File: src/rtl/ex_dispatch_arbiter_pkg.sv
`default_nettype none
// ============================================================================
//  Module      : ex_dispatch_arbiter_pkg
//  Description : Shared helpers for the execution-unit dispatch arbiter.
//                idx_w() returns the slot-index width. It is clog2 of the
//                slot count, but never less than 1 bit, so that a
//                single-slot build still has a legal index port.
//  Ports       : none (package)
//  Revision    : 1.0 - initial release
// ============================================================================
package ex_dispatch_arbiter_pkg;

    // Slot-index width. A single-slot build still gets one index bit.
    function automatic int unsigned idx_w(input int unsigned n);
        return (n <= 1) ? 1 : $clog2(n);
    endfunction

    // Depth of the output buffer in front of the execution unit.
    localparam logic [1:0] FIFO_DEPTH = 2'd2;

endpackage : ex_dispatch_arbiter_pkg
`default_nettype wire

File: src/rtl/ex_rr_arbiter.sv
`default_nettype none
// ============================================================================
//  Module      : ex_rr_arbiter
//  Description : Combinational round-robin priority picker. The scan starts
//                at slot ptr_i and wraps modulo NUM_REQS. The first valid
//                slot found wins.
//  Ports       : valids_i       - per-slot request valid
//                ptr_i          - slot with highest priority this cycle
//                grant_valid_o  - some slot was granted
//                grant_idx_o    - index of the granted slot
//                grant_onehot_o - one-hot form of grant_idx_o
//  Revision    : 1.0 - initial release
// ============================================================================
module ex_rr_arbiter
    import ex_dispatch_arbiter_pkg::*;
#(
    parameter int unsigned NUM_REQS = 4,
    localparam int unsigned IDX_W   = idx_w(NUM_REQS)
) (
    input  logic [NUM_REQS-1:0] valids_i,
    input  logic [IDX_W-1:0]    ptr_i,
    output logic                grant_valid_o,
    output logic [IDX_W-1:0]    grant_idx_o,
    output logic [NUM_REQS-1:0] grant_onehot_o
);

    // One extra bit so that ptr + offset cannot overflow before the wrap.
    logic [IDX_W:0]   w_sum;
    logic [IDX_W-1:0] w_pos;

    always_comb begin
        grant_valid_o  = 1'b0;
        grant_idx_o    = '0;
        grant_onehot_o = '0;
        w_sum          = '0;
        w_pos          = '0;
        for (int k = 0; k < int'(NUM_REQS); k++) begin
            w_sum = {1'b0, ptr_i} + (IDX_W+1)'(k);
            if (w_sum >= (IDX_W+1)'(NUM_REQS)) begin
                w_sum = w_sum - (IDX_W+1)'(NUM_REQS);
            end
            w_pos = w_sum[IDX_W-1:0];
            if (!grant_valid_o && valids_i[w_pos]) begin
                grant_valid_o         = 1'b1;
                grant_idx_o           = w_pos;
                grant_onehot_o[w_pos] = 1'b1;
            end
        end
    end

endmodule : ex_rr_arbiter
`default_nettype wire

File: src/rtl/ex_dispatch_arbiter.sv
`default_nettype none
// ============================================================================
//  Module      : ex_dispatch_arbiter
//  Description : Shares one execution-unit dispatch port among NUM_REQS issue
//                slots. A round-robin pick accepts one request per cycle into
//                a 2-entry output buffer. A counter tracks the cycles in
//                which a request is pending but none is accepted.
//  Ports       : clk, reset    - clock, async active-high reset
//                req_valid_i   - per-slot request valid
//                req_data_i    - per-slot payload
//                req_ready_o   - per-slot accept (at most one bit set)
//                out_valid_o   - buffered request available
//                out_data_o    - head payload
//                out_idx_o     - slot that produced the head payload
//                out_ready_i   - execution unit accepts head
//                perf_stalls_o - stall-cycle counter (wrapping)
//  Revision    : 1.0 - initial release
// ============================================================================
module ex_dispatch_arbiter
    import ex_dispatch_arbiter_pkg::*;
#(
    parameter int unsigned NUM_REQS      = 4,
    parameter int unsigned DATAW         = 128,
    parameter int unsigned PERF_CTR_BITS = 44,
    localparam int unsigned IDX_W        = idx_w(NUM_REQS)
) (
    input  logic                           clk,
    input  logic                           reset,
    input  logic [NUM_REQS-1:0]            req_valid_i,
    input  logic [NUM_REQS-1:0][DATAW-1:0] req_data_i,
    output logic [NUM_REQS-1:0]            req_ready_o,
    output logic                           out_valid_o,
    output logic [DATAW-1:0]               out_data_o,
    output logic [IDX_W-1:0]               out_idx_o,
    input  logic                           out_ready_i,
    output logic [PERF_CTR_BITS-1:0]       perf_stalls_o
);

    typedef struct packed {
        logic [DATAW-1:0] data;
        logic [IDX_W-1:0] idx;
    } dispatch_arb_entry_t;

    logic [IDX_W-1:0]         rr_ptr_q, rr_ptr_d;
    logic [1:0]               count_q,  count_d;
    dispatch_arb_entry_t      head_q,   head_d;
    dispatch_arb_entry_t      tail_q,   tail_d;
    logic [PERF_CTR_BITS-1:0] perf_q,   perf_d;

    logic                w_grant_valid;
    logic [IDX_W-1:0]    w_grant_idx;
    logic [NUM_REQS-1:0] w_grant_onehot;
    logic                w_can_push;
    logic                w_push;
    logic                w_pop;
    logic                w_stall;
    dispatch_arb_entry_t w_new;

    ex_rr_arbiter #(
        .NUM_REQS (NUM_REQS)
    ) u_rr_arbiter (
        .valids_i       (req_valid_i),
        .ptr_i          (rr_ptr_q),
        .grant_valid_o  (w_grant_valid),
        .grant_idx_o    (w_grant_idx),
        .grant_onehot_o (w_grant_onehot)
    );

    // Acceptance looks only at the buffer occupancy and never at out_ready_i.
    // While a full buffer is being popped, the push still waits one cycle.
    // This keeps the ready path free of the downstream handshake. Ready is
    // also held low while reset is asserted.
    assign w_can_push  = (count_q < FIFO_DEPTH) && !reset;
    assign w_push      = w_grant_valid && w_can_push;
    assign w_pop       = out_valid_o && out_ready_i;
    assign req_ready_o = w_grant_onehot & {NUM_REQS{w_can_push}};
    assign w_stall     = (|req_valid_i) && !(|(req_valid_i & req_ready_o));

    assign w_new.data = req_data_i[w_grant_idx];
    assign w_new.idx  = w_grant_idx;

    assign out_valid_o   = (count_q != 2'd0);
    assign out_data_o    = head_q.data;
    assign out_idx_o     = head_q.idx;
    assign perf_stalls_o = perf_q;

    // Round-robin pointer: move just past the winner, wrapping at NUM_REQS.
    // With a single slot this always evaluates to 0.
    always_comb begin
        rr_ptr_d = rr_ptr_q;
        if (w_push) begin
            if (w_grant_idx == IDX_W'(NUM_REQS - 1)) begin
                rr_ptr_d = '0;
            end else begin
                rr_ptr_d = w_grant_idx + IDX_W'(1);
            end
        end
    end

    // The buffer works as a two-register shift structure, so the head is
    // always read directly from head_q. A push goes to the head when the
    // head slot is free this cycle (the buffer is empty, or it holds one
    // entry that is being popped). Otherwise the push goes to the tail.
    // Pushes never happen at count 2, so the tail-to-head move on a pop
    // cannot collide with a push.
    always_comb begin
        head_d = head_q;
        tail_d = tail_q;
        if (w_push) begin
            if ((count_q == 2'd0) || w_pop) begin
                head_d = w_new;
            end else begin
                tail_d = w_new;
            end
        end
        if (w_pop && (count_q == FIFO_DEPTH)) begin
            head_d = tail_q;
        end
    end

    always_comb begin
        count_d = count_q;
        case ({w_push, w_pop})
            2'b10:   count_d = count_q + 2'd1;
            2'b01:   count_d = count_q - 2'd1;
            default: count_d = count_q;
        endcase
    end

    always_comb begin
        perf_d = perf_q;
        if (w_stall) begin
            perf_d = perf_q + PERF_CTR_BITS'(1);
        end
    end

    always_ff @(posedge clk or posedge reset) begin
        if (reset) begin
            rr_ptr_q <= '0;
            count_q  <= '0;
            head_q   <= '0;
            tail_q   <= '0;
            perf_q   <= '0;
        end else begin
            rr_ptr_q <= rr_ptr_d;
            count_q  <= count_d;
            head_q   <= head_d;
            tail_q   <= tail_d;
            perf_q   <= perf_d;
        end
    end

endmodule : ex_dispatch_arbiter
`default_nettype wire

File: config.mk
export PLATFORM = sky130hd
export DESIGN_NAME = ex_dispatch_arbiter
export DESIGN_NICKNAME = d
export VERILOG_FILES = /design/src/rtl/ex_dispatch_arbiter_pkg.sv /design/src/rtl/ex_rr_arbiter.sv /design/src/rtl/ex_dispatch_arbiter.sv
export SDC_FILE = /design/constraint.sdc
export NUM_CORES = 1
export LEC_CHECK = 0
export BUFFER_PORTS_ARGS = -buffer_cell sky130_fd_sc_hd__clkbuf_2
export CAP_MARGIN = 15
export CORE_AREA = 5 5 265 267
export DETAILED_ROUTE_END_ITERATION = 10
export DIE_AREA = 0 0 270 272
export GPL_TIMING_DRIVEN = 0
export PLACE_DENSITY = 0.52
export SETUP_SLACK_MARGIN = 0.05
export SLEW_MARGIN = 20
export SYNTH_ARGS = -nofsm -noshare
export SYNTH_HDL_FRONTEND = slang
export SYNTH_HIERARCHICAL = 1
export SYNTH_SLANG_ARGS = --single-unit
File: constraint.sdc
create_clock -name clk -period 10.95 [get_ports clk]
set_input_delay 0.5475 -clock clk [delete_from_list [all_inputs] [get_ports clk]]
set_output_delay 0.5475 -clock clk [all_outputs]
set_load 0.01 [all_outputs]
# Yosys cells after proc, flatten, opt, wreduce, memory -nomap -nowiden
# Index checks and enable logic that the tools add are counted.
# op_classes
n_addsub	11
n_lt_le_gt_ge	14
eq_ne	4
n_mux	39
n_bitwise	6
n_reduce_logical	27
# op_table
cell	count
130-bit two-way mux	3
128-bit binary-select mux with 2-bit select	1
128-bit two-way mux	1
44-bit by 1-bit adder with 44-bit output, second input constant	1
2-bit two-way mux	9
4-bit two-way mux	4
2-bit by 3-bit < comparator with 1-bit output, second input constant	5
1-bit logical AND	12
1-bit two-way mux	12
4-bit bitwise OR	3
2-bit by 1-bit subtractor with 2-bit output, second input constant	5
3-bit >= comparator, second input constant	3
4-bit AND	2
1-bit binary-select mux with 2-bit select	4
1-bit demux with 2-bit select	4
2-bit by 1-bit >= comparator with 1-bit output, second input constant	4
2-bit nonzero test	4
4-bit OR reduction	2
2-bit by 2-bit adder with 3-bit output, second input constant	2
2-bit equality test, second input constant	3
1-bit logical NOT	5
2-bit by 1-bit adder with 2-bit output, second input constant	2
2-bit case mux with 2 select lines	1
2-bit AND reduction	2
7 further kinds	7
# word_totals
register_bits	308
in_bits	519

# Depth between registers and ports, before layout
# Gate-level depths: netlist (run 1).
# depth
ltp_word	19
mapped_depth	15

# Hierarchy
# Netlist (run 1), hierarchy kept.
# by_module_without_submodules
module	instances	cells_per_inst	area_each_um2	seq_area_each_um2
ex_dispatch_arbiter	1	1064	16647.2	7707.4
ex_rr_arbiter	1	45	421.7	0.0

# Worst setup path before layout (run 1)
# Ideal clock, no wire load.
# synth_timing
path_kind	register to register
start	register rr_ptr_q[0]
end	register head_q, in the netlist out_data_o[14]
setup_ps	125
arrival_time_ps	3383
t_required_ps	10825
path_slack_ps	7442
path_stages_with_launch	14
period_less_slack_ps	3508
cell_sequence	dfrtp_1 -> buf_6 -> inv_1 -> ha_1 -> mux4_2 -> buf_6 -> nand2b_1 -> o221ai_1 -> a32o_1 -> clkbuf_1 -> buf_1 -> mux4_2 -> mux2_1 -> mux2_2
# synth_via
elab_chain_len	19
# synth_rtl
item	line_no	rtl
start, declared	ex_dispatch_arbiter.sv:44	logic [IDX_W-1:0] rr_ptr_q, rr_ptr_d;
start signal, assigned	ex_dispatch_arbiter.sv:145	rr_ptr_q <= rr_ptr_d;
branches (longest 13 deep; another with 2-bit by 1-bit adder with 3-bit output)	-	
2-bit two-way mux (*)	ex_rr_arbiter.sv:43	if (!grant_valid_o && valids_i[w_pos]) begin
named net w_grant_idx[1]	ex_dispatch_arbiter.sv:51	logic [IDX_W-1:0] w_grant_idx;
128-bit binary-select mux with 2-bit select (*)	ex_dispatch_arbiter.sv:79	assign w_new.data = req_data_i[w_grant_idx];
128-bit two-way mux (not written as such) (*)	ex_dispatch_arbiter.sv:79	
130-bit two-way mux (*)	ex_dispatch_arbiter.sv:110	if ((count_q == 2'd0) || w_pop) begin
130-bit two-way mux (*)	ex_dispatch_arbiter.sv:109	if (w_push) begin
130-bit two-way mux (*)	ex_dispatch_arbiter.sv:116	if (w_pop && (count_q == FIFO_DEPTH)) begin
end signal, assigned	ex_dispatch_arbiter.sv:141	head_q <= '0;
end signal, assigned	ex_dispatch_arbiter.sv:147	head_q <= head_d;
end, declared	ex_dispatch_arbiter.sv:46	dispatch_arb_entry_t head_q, head_d;
# Mark *: on every way through the listed nets, which the timed path passes. The select of a mux whose other input is x is not followed.
# A chain may end at the register's enable or synchronous reset.

# Final worst setup path (run 1)
# layout_timing
start	register rr_ptr_q[1]
end	register head_q, in the netlist out_data_o[10]
# Same word-level chain as after synthesis.

==> run summary, run 1 <==
The I/O pin count was 698; the starting utilization of the core area was 25.2%. The cell row count is 96, and the routability-driven placement congestion ratio is 0.930. In this run the power density over the cells is 342 mW/mm^2. After clock tree synthesis, the clock-pin slew on the worst setup and hold paths is 50 ps. Internal power comes to 4.92 mW. Input and output buffers added on the ports amount to 697. The mean post-synth cell area works out to 15.4 sq um. The critical path goes through inv_1 -> ha_1 -> mux4_2 -> buf_6 -> nand2b_1 -> o221ai_1 -> a32o_1 -> clkbuf_1 -> buf_1 -> mux4_2 -> mux2_2 -> mux2_2. The logs give 0 for the leftover overflow at the end of global routing and 0 for the remaining routing DRC violations.

At the worst endpoint, the required time is 11360 ps. For the warning count from the yosys run, the log shows 6. The global-route wire length before repair came out at 88500 um. In this run the critical register-to-register path is captured at out_data_o[10]. The path class of the tightest hold or removal check is in -> async.

In the final design database the tool counted 2377 nets. The die height works out to 272 um. The run finished with clean final reports.

For this design, the CTS-stage hold fixing added 0 buffers. The quantity of gates resized following cts is 0, and the largest fanout on the critical path is 10. Static timing analysis puts the maximum clock frequency at 198 MHz.

The run gives 0.0218 sq mm as the post-placement cell area. The CTS H-tree depth was 2. STA classifies the critical path endpoint as a flip-flop. Overall fraction of global-route tracks in use: 15.6%. The finished cells cover 0.0230 sq mm. Summing the sequential cell areas from Yosys gives 45.2% of the chip area. The number of global-route vias before repair is 14100, and the worst vdd rail ir drop is 0.203 mV.

The data arrival time at the worst-slack endpoint was 5450 ps. The largest stage delay on the critical path came out at 810 ps. Leaving out fill and tap cells, the most frequent cell in the layout is clkbuf_2. In this run the power spent charging and discharging nets is 2.94 mW. When the netlist entered floorplanning its net count stood at 1636. For the worst-skew pair, the clock arrives at the later sink with an insertion delay of 540 ps. The tightest hold path in the finished design has a slack of 78.1 ps. Headroom to the max-slew limit came out at 34.2%.

The area growth from synthesis to layout is 34.5%. In this run, synthesis inferred 0 flip-flops with an integrated enable. The longest clock path from root to sink contains 3 buffers.

The clock drives 308 sinks. After legalization and detailed placement, the total HPWL measured 47700 um. The combinational group share of total power was 59.7%; the detail-routed net length per standard cell was 21.6 um.

In the synthesized netlist the dominant register cell turns out to be dfrtp_1. Setup repair after global routing left no endpoint under its margin. For the leakage component of the power, the log shows 10.5 nW. Among cell families on the critical path, the largest total delay comes from buffers and inverters.

In the final layout, the share of cells above drive strength 1 is 70.2%. Via-per-instance ratio: 4.64. Startpoint-to-endpoint class of the critical path: reg -> reg.

Sequential cells burn 25.0% of the power. The run gives 0 as the number of pins exceeding their max-slew limit in the final report. The core area was 0.0679 sq mm.

The synthesized design contains 308 register bits. The share of total power dissipated in the clock network is 15.3%. Of all flip-flops after synthesis, the portion carrying an async set or reset was 100%. Counting I/O delays and the setup requirement, the final critical path takes 5040 ps. For this run, the share of the core covered by cells in the final layout is 33.8%.

The number of cells traversed by the worst register-to-register path was 12. Across the run, the number of max-cap violations was 0. In the layout the commonest cells are 697 x clkbuf_2, 358 x mux2_2, 308 x dfrtp_1.

The die extent in x is 270 um, and the number of antenna violations at the first check in global routing is 5. The die footprint was 0.0734 sq mm; the maximum number of pins on one net before global-route repair was 99. In this run switching power makes up 37.4% of total power. The aggregate negative setup slack is 0 ps, and the number of vias in the routed layout is 12800. Cell with the biggest individual delay on the critical path: buf_1. The worst clock skew was 12.5 ps; the iteration-0 DRC count of the detailed router was 536. Counting the buffers created by CTS gives 39. Counting both buffers and inverters, the worst setup path holds a total of 4.

The number of standard cells after synthesis was 1109; the remaining number of nets flagged by the antenna check after routing was 0. The number of buffers inserted to repair setup after CTS is 0. TritonCTS built the clock tree. The netlist uses 51 different library cells.

Setup violations remaining at the end of the flow were counted as 0. Number of failing hold endpoints at the final stage: 0. For the pin with the worst max-slew slack, the measured transition is 987 ps. The run gives 4 as the number of optimization iterations in the first detailed-route pass. In this run the critical register-to-register path is launched from rr_ptr_q[1]. The worst setup path is launched from a flip-flop.

The area of the mapped netlist came out at 0.0171 sq mm. Clock tree root driver cell: clkbuf_16. The share of the cycle needed by the critical path after routing was 46.0%. The worst register-to-register path has a setup slack of 5910 ps. For this block, the routed nets add up to 59600 um of wire.
==> final cells by class <==
| class | instances | area (sq um) |
|---|---|---|
| tap | 882 | 1100 |
| clock inverter | 10 | 61.3 |
| timing repair buffer | 700 | 3570 |
| inverter | 10 | 45.0 |
| antenna | 3 | 7.51 |
| multi-input combinational | 713 | 8740 |
| fill | 6714 | 44900 |
| buffer | 78 | 587 |
| clock buffer | 53 | 1130 |
| sequential | 308 | 7710 |
==> how the worst max path moves through the flow <==
stage,startpoint,endpoint,slack [ps],cells past startpoint
2_1_floorplan,reset,count_q[0],1890,1
3_3_place_gp,reset,out_data_o[77],-2020,2
3_5_place_dp,rr_ptr_q[1],out_data_o[10],5650,12
4_1_cts,rr_ptr_q[1],out_data_o[10],5660,12
5_1_grt,rr_ptr_q[1],out_data_o[10],5550,11
6_report,rr_ptr_q[1],out_data_o[10],5910,12
==> per-layer routing <==
layer / GRT usage (%) / part of all wire (%) / vias up
li1: - / - / 5745
met1: 18.9 / 40 / 6490
met2: 27.9 / 51 / 485
met3: 3.38 / 6.0 / 76
met4: 4.46 / 2.7 / 0
met5: 0 / 0 / -
==> Yosys cell counts, types with 7 or more instances <==
| library cell | number | share of area (%) |
|---|---|---|
| a22oi_1 | 8 | 0.35 |
| buf_1 | 9 | 0.20 |
| buf_12 | 10 | 1.2 |
| buf_2 | 26 | 0.76 |
| buf_4 | 20 | 0.88 |
| clkbuf_1 | 10 | 0.22 |
| dfrtp_1 | 308 | 45 |
| ha_1 | 8 | 0.59 |
| inv_1 | 10 | 0.22 |
| mux2_1 | 35 | 2.3 |
| mux2_2 | 358 | 24 |
| mux4_2 | 130 | 17 |
| nand2_1 | 14 | 0.31 |
| nand3_1 | 23 | 0.67 |
| nand4_1 | 13 | 0.48 |
| nor2_1 | 14 | 0.31 |
| nor3_1 | 7 | 0.21 |
| xnor2_1 | 33 | 1.7 |
| xor2_1 | 13 | 0.67 |
==> stage by stage <==
| stage | power [mW] | instances | setup slack [ps] |
|---|---|---|---|
| 2_1_floorplan | 5.29 | 1109 | 1890 |
| 3_3_place_gp | 6.70 | 2688 | -2020 |
| 3_5_place_dp | 6.81 | 2691 | 5650 |
| 4_1_cts | 8.06 | 2754 | 5660 |
| 5_1_grt | 8.42 | 2756 | 5550 |
| 6_report | 7.86 | 2757 | 5910 |
==> cell families (layout without fill, tap and decap cells) <==
group / after synthesis / in the layout / synth area share [%]
and+or+nand+nor: 108 / 108 / 3.76
adders and majority gates: 8 / 8 / 0.586
muxes: 527 / 527 / 43.5
DFF: 308 / 308 / 45.2
xor gates and xnor gates: 46 / 46 / 2.36
AOI/OAI and AO/OA: 24 / 24 / 0.982
other: 0 / 3 / 0
buffers and inverters: 88 / 851 / 3.65
==> power by group through the flow <==
stage	registers, mW	logic (mW)	clock network [mW]
2_1_floorplan	2.05	3.24	0
3_3_place_gp	1.97	4.73	0
3_5_place_dp	1.98	4.83	0
4_1_cts	1.97	4.84	1.25
5_1_grt	2.03	5.09	1.30
6_report	1.96	4.69	1.20
==> sequential cells by signal, indices dropped and copies added, names as in the netlist <==
name	flops
out_data_o	128
count_q	2
out_idx_o	2
tail_q	130
perf_stalls_o	44
rr_ptr_q	2
Note: power is estimated with default switching activity, not from simulation.
==> run 2: changes to the inputs <==
ABC_AREA = 1   (was unset)
CORE_AREA = 5 5 272 274   (was 5 5 265 267)
DIE_AREA = 0 0 277 279   (was 0 0 270 272)
PLACE_DENSITY = 0.53   (was 0.52)
clock period = 4.2 ns   (was 10.95 ns; I/O delays follow)
==> run 2 against run 1 <==
Compared with the run above:
- clock skew rose by 30 ps
- largest power group unchanged
- synthesized area rose by 2.6%
- cell count rose by 44%
- critical endpoint is now out_data_o[46]
- clock-buffer cell count rose by 4
- worst hold slack got worse by 21 ps
- utilization fell by 0.28 points
==> run summary, run 2 <==
The run finished with clean final reports. Buffers inserted during clock tree synthesis total 40. For the overall fraction of global-route tracks in use, the log shows 22.4%.

The tools report the warning count from the yosys run as 6. The startpoint-to-endpoint class of the critical path is reg -> reg. After detailed routing, the number of remaining DRC violations is 0.

The tool flagged a number of max-cap violations equal to 0. Clock-pin slew was measured on the worst setup and hold paths at 60 ps. In this design, the stage delay of the slowest critical-path cell is 560 ps. Counting flops with a built-in enable in the synthesized netlist gives 0. Across all layers, the routed design uses 19500 vias. For the number of optimization iterations in the first detailed-route pass, the log shows 5. Half-perimeter wire length of the detailed placement result: 72500 um. After floorplanning, the core was divided into 98 placement rows. The leftover overflow at the end of global routing came out at 0.

The share of flip-flops with an asynchronous set or reset is 100%. The library cell with the largest summed area after synthesis is dfrtp_1. The flip-flop count of the largest register, all copies and words added is 130. From synthesis to final layout, the design area changed by 36.2%.

The total number of nets in the final design was 3499; the final setup violation count was 0. The die extent in x works out to 277 um. The worst setup path is captured at a flip-flop. The sequential area share after synthesis is 44.0%, and the fraction of final layout cells sized beyond drive strength 1 is 34.1%. The die covers 0.0773 sq mm. The number of nets handed over by synthesis was 2746. For this design the total switching power over the nets is 13.7 mW. The worst path uses 93.0% of the clock period.

Counting instances in the post-synthesis netlist gives the leading cell types as 455 x nor2_1, 308 x dfrtp_1, 307 x nand2_1. The floorplan step set the die height to 279 um. The dominant cell by count in the synthesized netlist was nor2_1. At the pin with the least slew margin, the transition time is 1080 ps.

The number of failing hold endpoints at the final stage was 0; the core area was 0.0711 sq mm. The signal on the critical path passes through inv_2 -> ha_1 -> inv_1 -> nand3_1 -> nand2_1 -> nor2_2 -> a21oi_1 -> nand3_4 -> buf_6 -> inv_4 -> buf_2 -> buf_2 -> nor2_1 -> o22ai_1 -> nand2_1 -> a21oi_1. The tree built by TritonCTS fans out to 308 sinks. The dominant synthesized flop cell was dfrtp_1. The number of antenna violations at the first check in global routing came out at 20. The count of nets left with antenna violations once routing finished came out at 0. The data arrival time at the worst-slack endpoint came out at 4410 ps. Summed over its instances, the top area cell type makes up 44.0% of the synthesized netlist area.

In the layout the commonest cells are 702 x clkbuf_2, 454 x nor2_1, 308 x dfrtp_1. The run gives 28.0% as the relative max-transition margin. The quantity of I/O buffers inserted on ports was 697. The worst vdd rail ir drop was 0.462 mV; the number of pins exceeding their max-slew limit in the final report was 0. The unique cell type count in the Yosys netlist came out at 36. Number of flip-flops and latches in the synthesized netlist: 308. The run gives 33 as the maximum number of pins on one net before global-route repair. The cell area power density is 1060 mW/mm^2, and the combinational group share of total power is 66.0%. The post-layout instance count excluding filler cells is 3962, and the largest fanout on the critical path is 10. Clock tree root driver cell: clkbuf_16.

The longest clock path from root to sink contains 3 buffers. Mean post-synth cell area: 7.89 sq um. Number of buffer and inverter stages on the critical path: 6. The tools report the category of the worst setup path launch point as a flip-flop. STA puts the critical path data required time at 4710 ps.

Clock latency on the worst-skew pair, taken at its later pin, is 580 ps. The final period demand of the worst path came out at 3910 ps. More flip-flops sit in one register than any other, and that register is tail_q. Measured on the finished design, the core utilization comes to 33.5%. The run gives 2219 as the number of standard cells after synthesis.

The tools report the number of global-route vias before repair as 19500. The run gives 42.9 ps as the worst clock skew. The iteration-0 DRC count of the detailed router is 1492. The gate family responsible for the most delay along the worst path is buffers and inverters.

After detailed routing, the number of vias per cell comes to 4.93. Clock share of power: 13.4%. By area the synthesized netlist is led by dfrtp_1 44%, nor2_1 9.8%, mux2_2 7.9%, a21oi_1 7.6%, o21ai_0 6.9%. 698 I/O pins were placed. The path class of the tightest hold or removal check is in -> reg.

Cell with the biggest individual delay on the critical path: dfrtp_1. The CTS H-tree depth came out at 2. The library cell used most frequently in the layout, excluding fill and tap cells, is clkbuf_2. The global-route wire length before repair came out at 131000 um. TritonCTS built the clock tree.

The internal cell power is 11.7 mW, and the detail-routed net length per standard cell is 23.0 um. At the end of routability-driven placement, the weighted congestion stood at 0.964. Of the total power, the share spent switching nets is 54.1%. The area of the mapped netlist is 0.0175 sq mm, and the maximum clock rate is 256 MHz. Setup repair after global routing left no endpoint under its margin. The analysis attributes to cell leakage a power of 11.4 nW. The overall routed net length was 91100 um; the starting utilization of the core area was 24.6%. The share of total power dissipated in sequential elements is 20.6%. The placed cell count came out at 3877.
[run 2: power groups by stage]
stage	clock network, mW	registers, mW	logic (mW)
floorplan	0	5.36	9.67
global placement	0	5.22	16.5
detailed placement	0	5.25	16.5
CTS	3.49	5.21	16.7
global route	3.59	5.38	18.4
finish	3.40	5.23	16.8
[run 2: per-layer routing]
layer	wire (um)	GRT usage [%]	vias to the layer above
li1	-	-	9106
met1	39500	29.7	9456
met2	42100	36.1	811
met3	6750	5.57	139
met4	2750	7.29	10
met5	47	0	-
[run 2: what timing repair did]
item                                   4_1_cts  5_1_grt
hold buffers                                 3        0
resized for setup                           14       10
endpoints found under the hold margin       63        0
gates cloned                                 0        0
setup buffers                                0        0
setup endpoints to repair                  184      183
[run 2: area by class of cell]
class,instances,area (sq um)
sequential,308,7710
inverter,62,239
multi-input combinational,1688,8790
clock inverter,12,151
buffer,161,868
timing repair buffer,711,3740
tap,950,1190
clock buffer,57,1130
antenna,13,32.5
fill,7749,47300
[run 2: final timing paths]
kind | depth (start not counted) | startpoint | slack (ps) | end
min in group asynchronous | 3 | reset | 280 | count_q[1]
worst max-delay path | 16 | rr_ptr_q[0] | 290 | out_data_o[46]
worst min register to register | 1 | tail_q[85] | 500 | tail_q[85]
max in group asynchronous | 8 | reset | 2530 | out_data_o[85]
worst min-delay path | 5 | req_data_i[18] | 60 | out_data_o[18]
worst max register to register | 16 | rr_ptr_q[0] | 290 | out_data_o[46]
[run 2: cells by family after synthesis]
group | after synthesis | share of synthesized area, %
simple gates | 859 | 19.7
compound gates | 672 | 20.2
flops | 308 | 44.0
buf+inv | 223 | 6.20
mux | 128 | 8.23
xor+xnor | 21 | 1.05
fa+ha+maj | 8 | 0.571
[run 2: through the flow]
stage / TNS (ps) / area [sq um] / power, mW / hold slack (ps) / setup slack (ps)
after floorplan: -33560 / 17500 / 15.0 / 406 / -109
after global placement: -786070 / 22200 / 21.7 / 477 / -2530
after detailed placement: -15930 / 22400 / 21.8 / 261 / -523
after CTS: 0 / 23800 / 25.4 / 12.1 / 54.6
after global routing: 0 / 23800 / 27.4 / 59.1 / 76.5
final: 0 / 23900 / 25.4 / 57.4 / 292
[run 2: worst register-to-register path, cell delays in order (launching register included)]
cell and delay, ps:
dfrtp_1 560, inv_2 200, ha_1 400, inv_1 130
nand3_1 80, nand2_1 80, nor2_2 80, a21oi_1 220
nand3_4 270, buf_6 270, inv_4 100, buf_2 260
buf_2 360, nor2_1 170, o22ai_1 430, nand2_1 100
a21oi_1 160
==> run 3: changes to the inputs <==
==> constraint.sdc (replaced) <==
create_clock -name clk -period 4.2 [get_ports clk]
set_input_delay 0.42 -clock clk [delete_from_list [all_inputs] [get_ports clk]]
set_output_delay 0.42 -clock clk [all_outputs]
set_load 0.01 [all_outputs]
==> run 3 against run 2 <==
Compared with the run above:
- global-route usage about the same
- die area unchanged
- cell count hardly changed
- utilization hardly changed
- critical path type unchanged
- power rose by 0.13%
- critical endpoint unchanged
- combinational power hardly changed
- highest routed layer unchanged
==> run summary, run 3 (synthesized netlist as in run 2, its figures left out) <==
The critical path contains buffers and inverters numbering 6 combined. The post-synthesis to final-layout area growth was 36.1%; the area of all sequential standard cells was 0.00771 sq mm. The number of vias in the routed layout is 19500, and the aggregate negative setup slack is 0 ps. Clock tree synthesis found a total of 308 sinks.

Setup slack on the worst reg-to-reg path comes out at 310 ps. The first detailed-routing pass took 6 iterations. The tools report the worst clock skew as 42.8 ps.

The first global-routing pass estimated 131000 um of wire. The analysis attributes to cell leakage a power of 11.4 nW. For this run the aggregate overflow at the end of global routing stands at 0. The signal on the critical path passes through inv_2 -> ha_1 -> inv_1 -> nand3_1 -> nand2_1 -> nor2_2 -> a21oi_1 -> nand3_4 -> buf_6 -> inv_4 -> buf_2 -> buf_2 -> nor2_1 -> o22ai_1 -> nand2_1 -> a21oi_1. The maximum number of pins on one net before global-route repair was 33. Among all stages on the critical path, the largest delay is contributed by dfrtp_1. The worst setup path is launched from a flip-flop. The register with the most flip-flops in the layout has 130 of them. For the pin with the worst max-slew slack, the measured transition is 1080 ps. In this run the number of H-tree levels came out at 2. Dividing the detail-routed wire length by the instance count gives 23.0 um. The number of antenna violations at the first check in global routing was 21; the via-per-instance ratio was 4.93.

The most frequent standard cell in the layout excluding fill and tap cells is clkbuf_2. Number of failing hold endpoints at the final stage: 0. CTS placed an instance of clkbuf_16 at the clock tree root. The die extent in x was 277 um. Fraction of final layout cells sized beyond drive strength 1: 34.1%. The clock buffer count from CTS was 40. At the worst endpoint, the arrival time is 4400 ps. Power spread over the standard cell area amounts to 1070 mW/mm^2.

The footprint of the multi-input gates is 0.00879 sq mm, and the quantity of I/O buffers inserted on ports is 697. The run gives 0 as the remaining number of nets flagged by the antenna check after routing. For this run, global-route usage on met1 was measured as 29.7%. The filler cell count in the final layout is 7747. The most critical setup path has its startpoint at rr_ptr_q[0].

In this run the critical register-to-register path is launched from rr_ptr_q[0]. TritonCTS built the clock tree. met2 is the most crowded layer. The die height is 279 um, and the die footprint is 0.0773 sq mm.

Headroom to the max-slew limit came out at 28.3%. 698 I/O pins were placed. The logs give 0 for the number of buffers inserted to repair setup after CTS and 0.0711 sq mm for the core area. The utilization after layout is 33.5%.

Global routing used 5.56% of the available met3 tracks. The net count of the finished layout is 3497. The starting utilization of the core area is 24.6%, and the number of pins exceeding their max-slew limit in the final report is 0.

Routability-driven placement congestion ratio: 0.964. The post-layout instance count excluding filler cells came out at 3961. Setup repair after global routing left no endpoint under its margin.

The clock transition time at the flip-flop clock pins of the worst setup and hold paths came out at 60 ps. STA puts the critical path data required time at 4710 ps. The largest fanout on the critical path works out to 10. In this design, the stage delay of the slowest critical-path cell is 570 ps. The placed cell count was 3877; the iteration-0 DRC count of the detailed router was 1439. The worst hold slack across all endpoints was 262 ps.

The clock passes through at most 3 buffers. The critical path is of the reg -> reg type. VDD sags by at most 0.458 mV. The worst path in the final design needs a cycle of 3890 ps, including I/O delays and setup. The tool flagged a number of max-cap violations equal to 0.

At the later pin of the worst-skew pair, clock insertion delay measures 580 ps. The number of global-route vias before repair is 19500. The final setup violation count was 0; the share of the cycle needed by the critical path after routing was 92.7%. The number of cells traversed by the worst register-to-register path came out at 16. The flow ran to the end, and the final reports show no timing, DRC or antenna violations. The tools report the nature of the critical path endpoint as a flip-flop. The routed design has 91100 um of wire. The overall fraction of global-route tracks in use came out at 22.4%. Detailed placement finished with a half-perimeter wire length of 72500 um.

After detailed routing, the number of remaining DRC violations is 0. The worst hold path was traced through 5 stages. Capturing point of the worst reg2reg path: out_data_o[46]. For met2 alone, demand over resource in global routing was 36.1%. Broken down by cell family, the worst path's largest delay share belongs to buffers and inverters. The tools report the cell row count as 98. The tools report the maximum clock rate as 257 MHz. For hold timing, the worst endpoint is out_data_o[17]. The register with the most flip-flops in the final layout is tail_q.

In the layout the commonest cells are 702 x clkbuf_2, 454 x nor2_1, 308 x dfrtp_1. The startpoint of the lowest-slack hold path was req_data_i[17]. The min-delay analysis places its worst path in the category in -> reg.
run 3: cell types whose count changed in the layout (fill, tap and decap cells not counted):
cell / change
diode_2: +1
dlygate4sd3_1: -2
run 3: timing repair:
| action | CTS | global route |
|---|---|---|
| endpoints found under the hold margin | 12 | 0 |
| setup endpoints to repair | 184 | 183 |
| hold buffers | 1 | 0 |
| pin swaps | 0 | 0 |
| resized for setup | 14 | 10 |
run 3: worst register-to-register path, cell delays in order, from the launching register on:
cell	delay [ps]
dfrtp_1	570
inv_2	200
ha_1	400
inv_1	130
nand3_1	80
nand2_1	80
nor2_2	80
a21oi_1	220
nand3_4	260
buf_6	270
inv_4	100
buf_2	260
buf_2	360
nor2_1	160
o22ai_1	420
nand2_1	100
a21oi_1	150
run 3: where the power goes:
group	internal [mW]	switching, mW
registers	4.38	0.851
clock network	1.96	1.43
logic	5.31	11.5
total	11.7	13.8
run 3: routing by layer:
layer,up-vias,wire length (um)
li1,9103,-
met1,9463,39200
met2,833,42000
met3,137,6950
met4,8,2920
met5,-,34
run 3: area by class of cell:
| class | instances | share of cell area [%] |
|---|---|---|
| Sequential cell | 308 | 32.3 |
| Multi-Input combinational cell | 1688 | 36.9 |
| Inverter | 62 | 1.00 |
| Clock inverter | 12 | 0.635 |
| Antenna cell | 14 | 0.147 |
| Clock buffer | 57 | 4.76 |
| Tap cell | 950 | 4.99 |
| Timing Repair Buffer | 709 | 15.6 |
| Buffer | 161 | 3.64 |
run 3: worst max path at each step:
stage,cells past startpoint,slack (ps),to
3_3_place_gp,2,-2740,out_data_o[35]
6_report,16,310,out_data_o[46]
3_5_place_dp,15,-520,out_data_o[121]
4_1_cts,14,50,out_data_o[49]
2_1_floorplan,1,-320,count_q[0]
5_1_grt,15,80,out_data_o[2]
run 3: per-stage QoR:
stage	power, mW	setup slack (ps)	area (sq um)
after floorplan	15.0	-319	17500
after detailed placement	21.8	-523	22400
after global routing	27.4	76.5	23800
after global placement	21.7	-2740	22200
final	25.4	305	23800
after CTS	25.4	54.6	23800
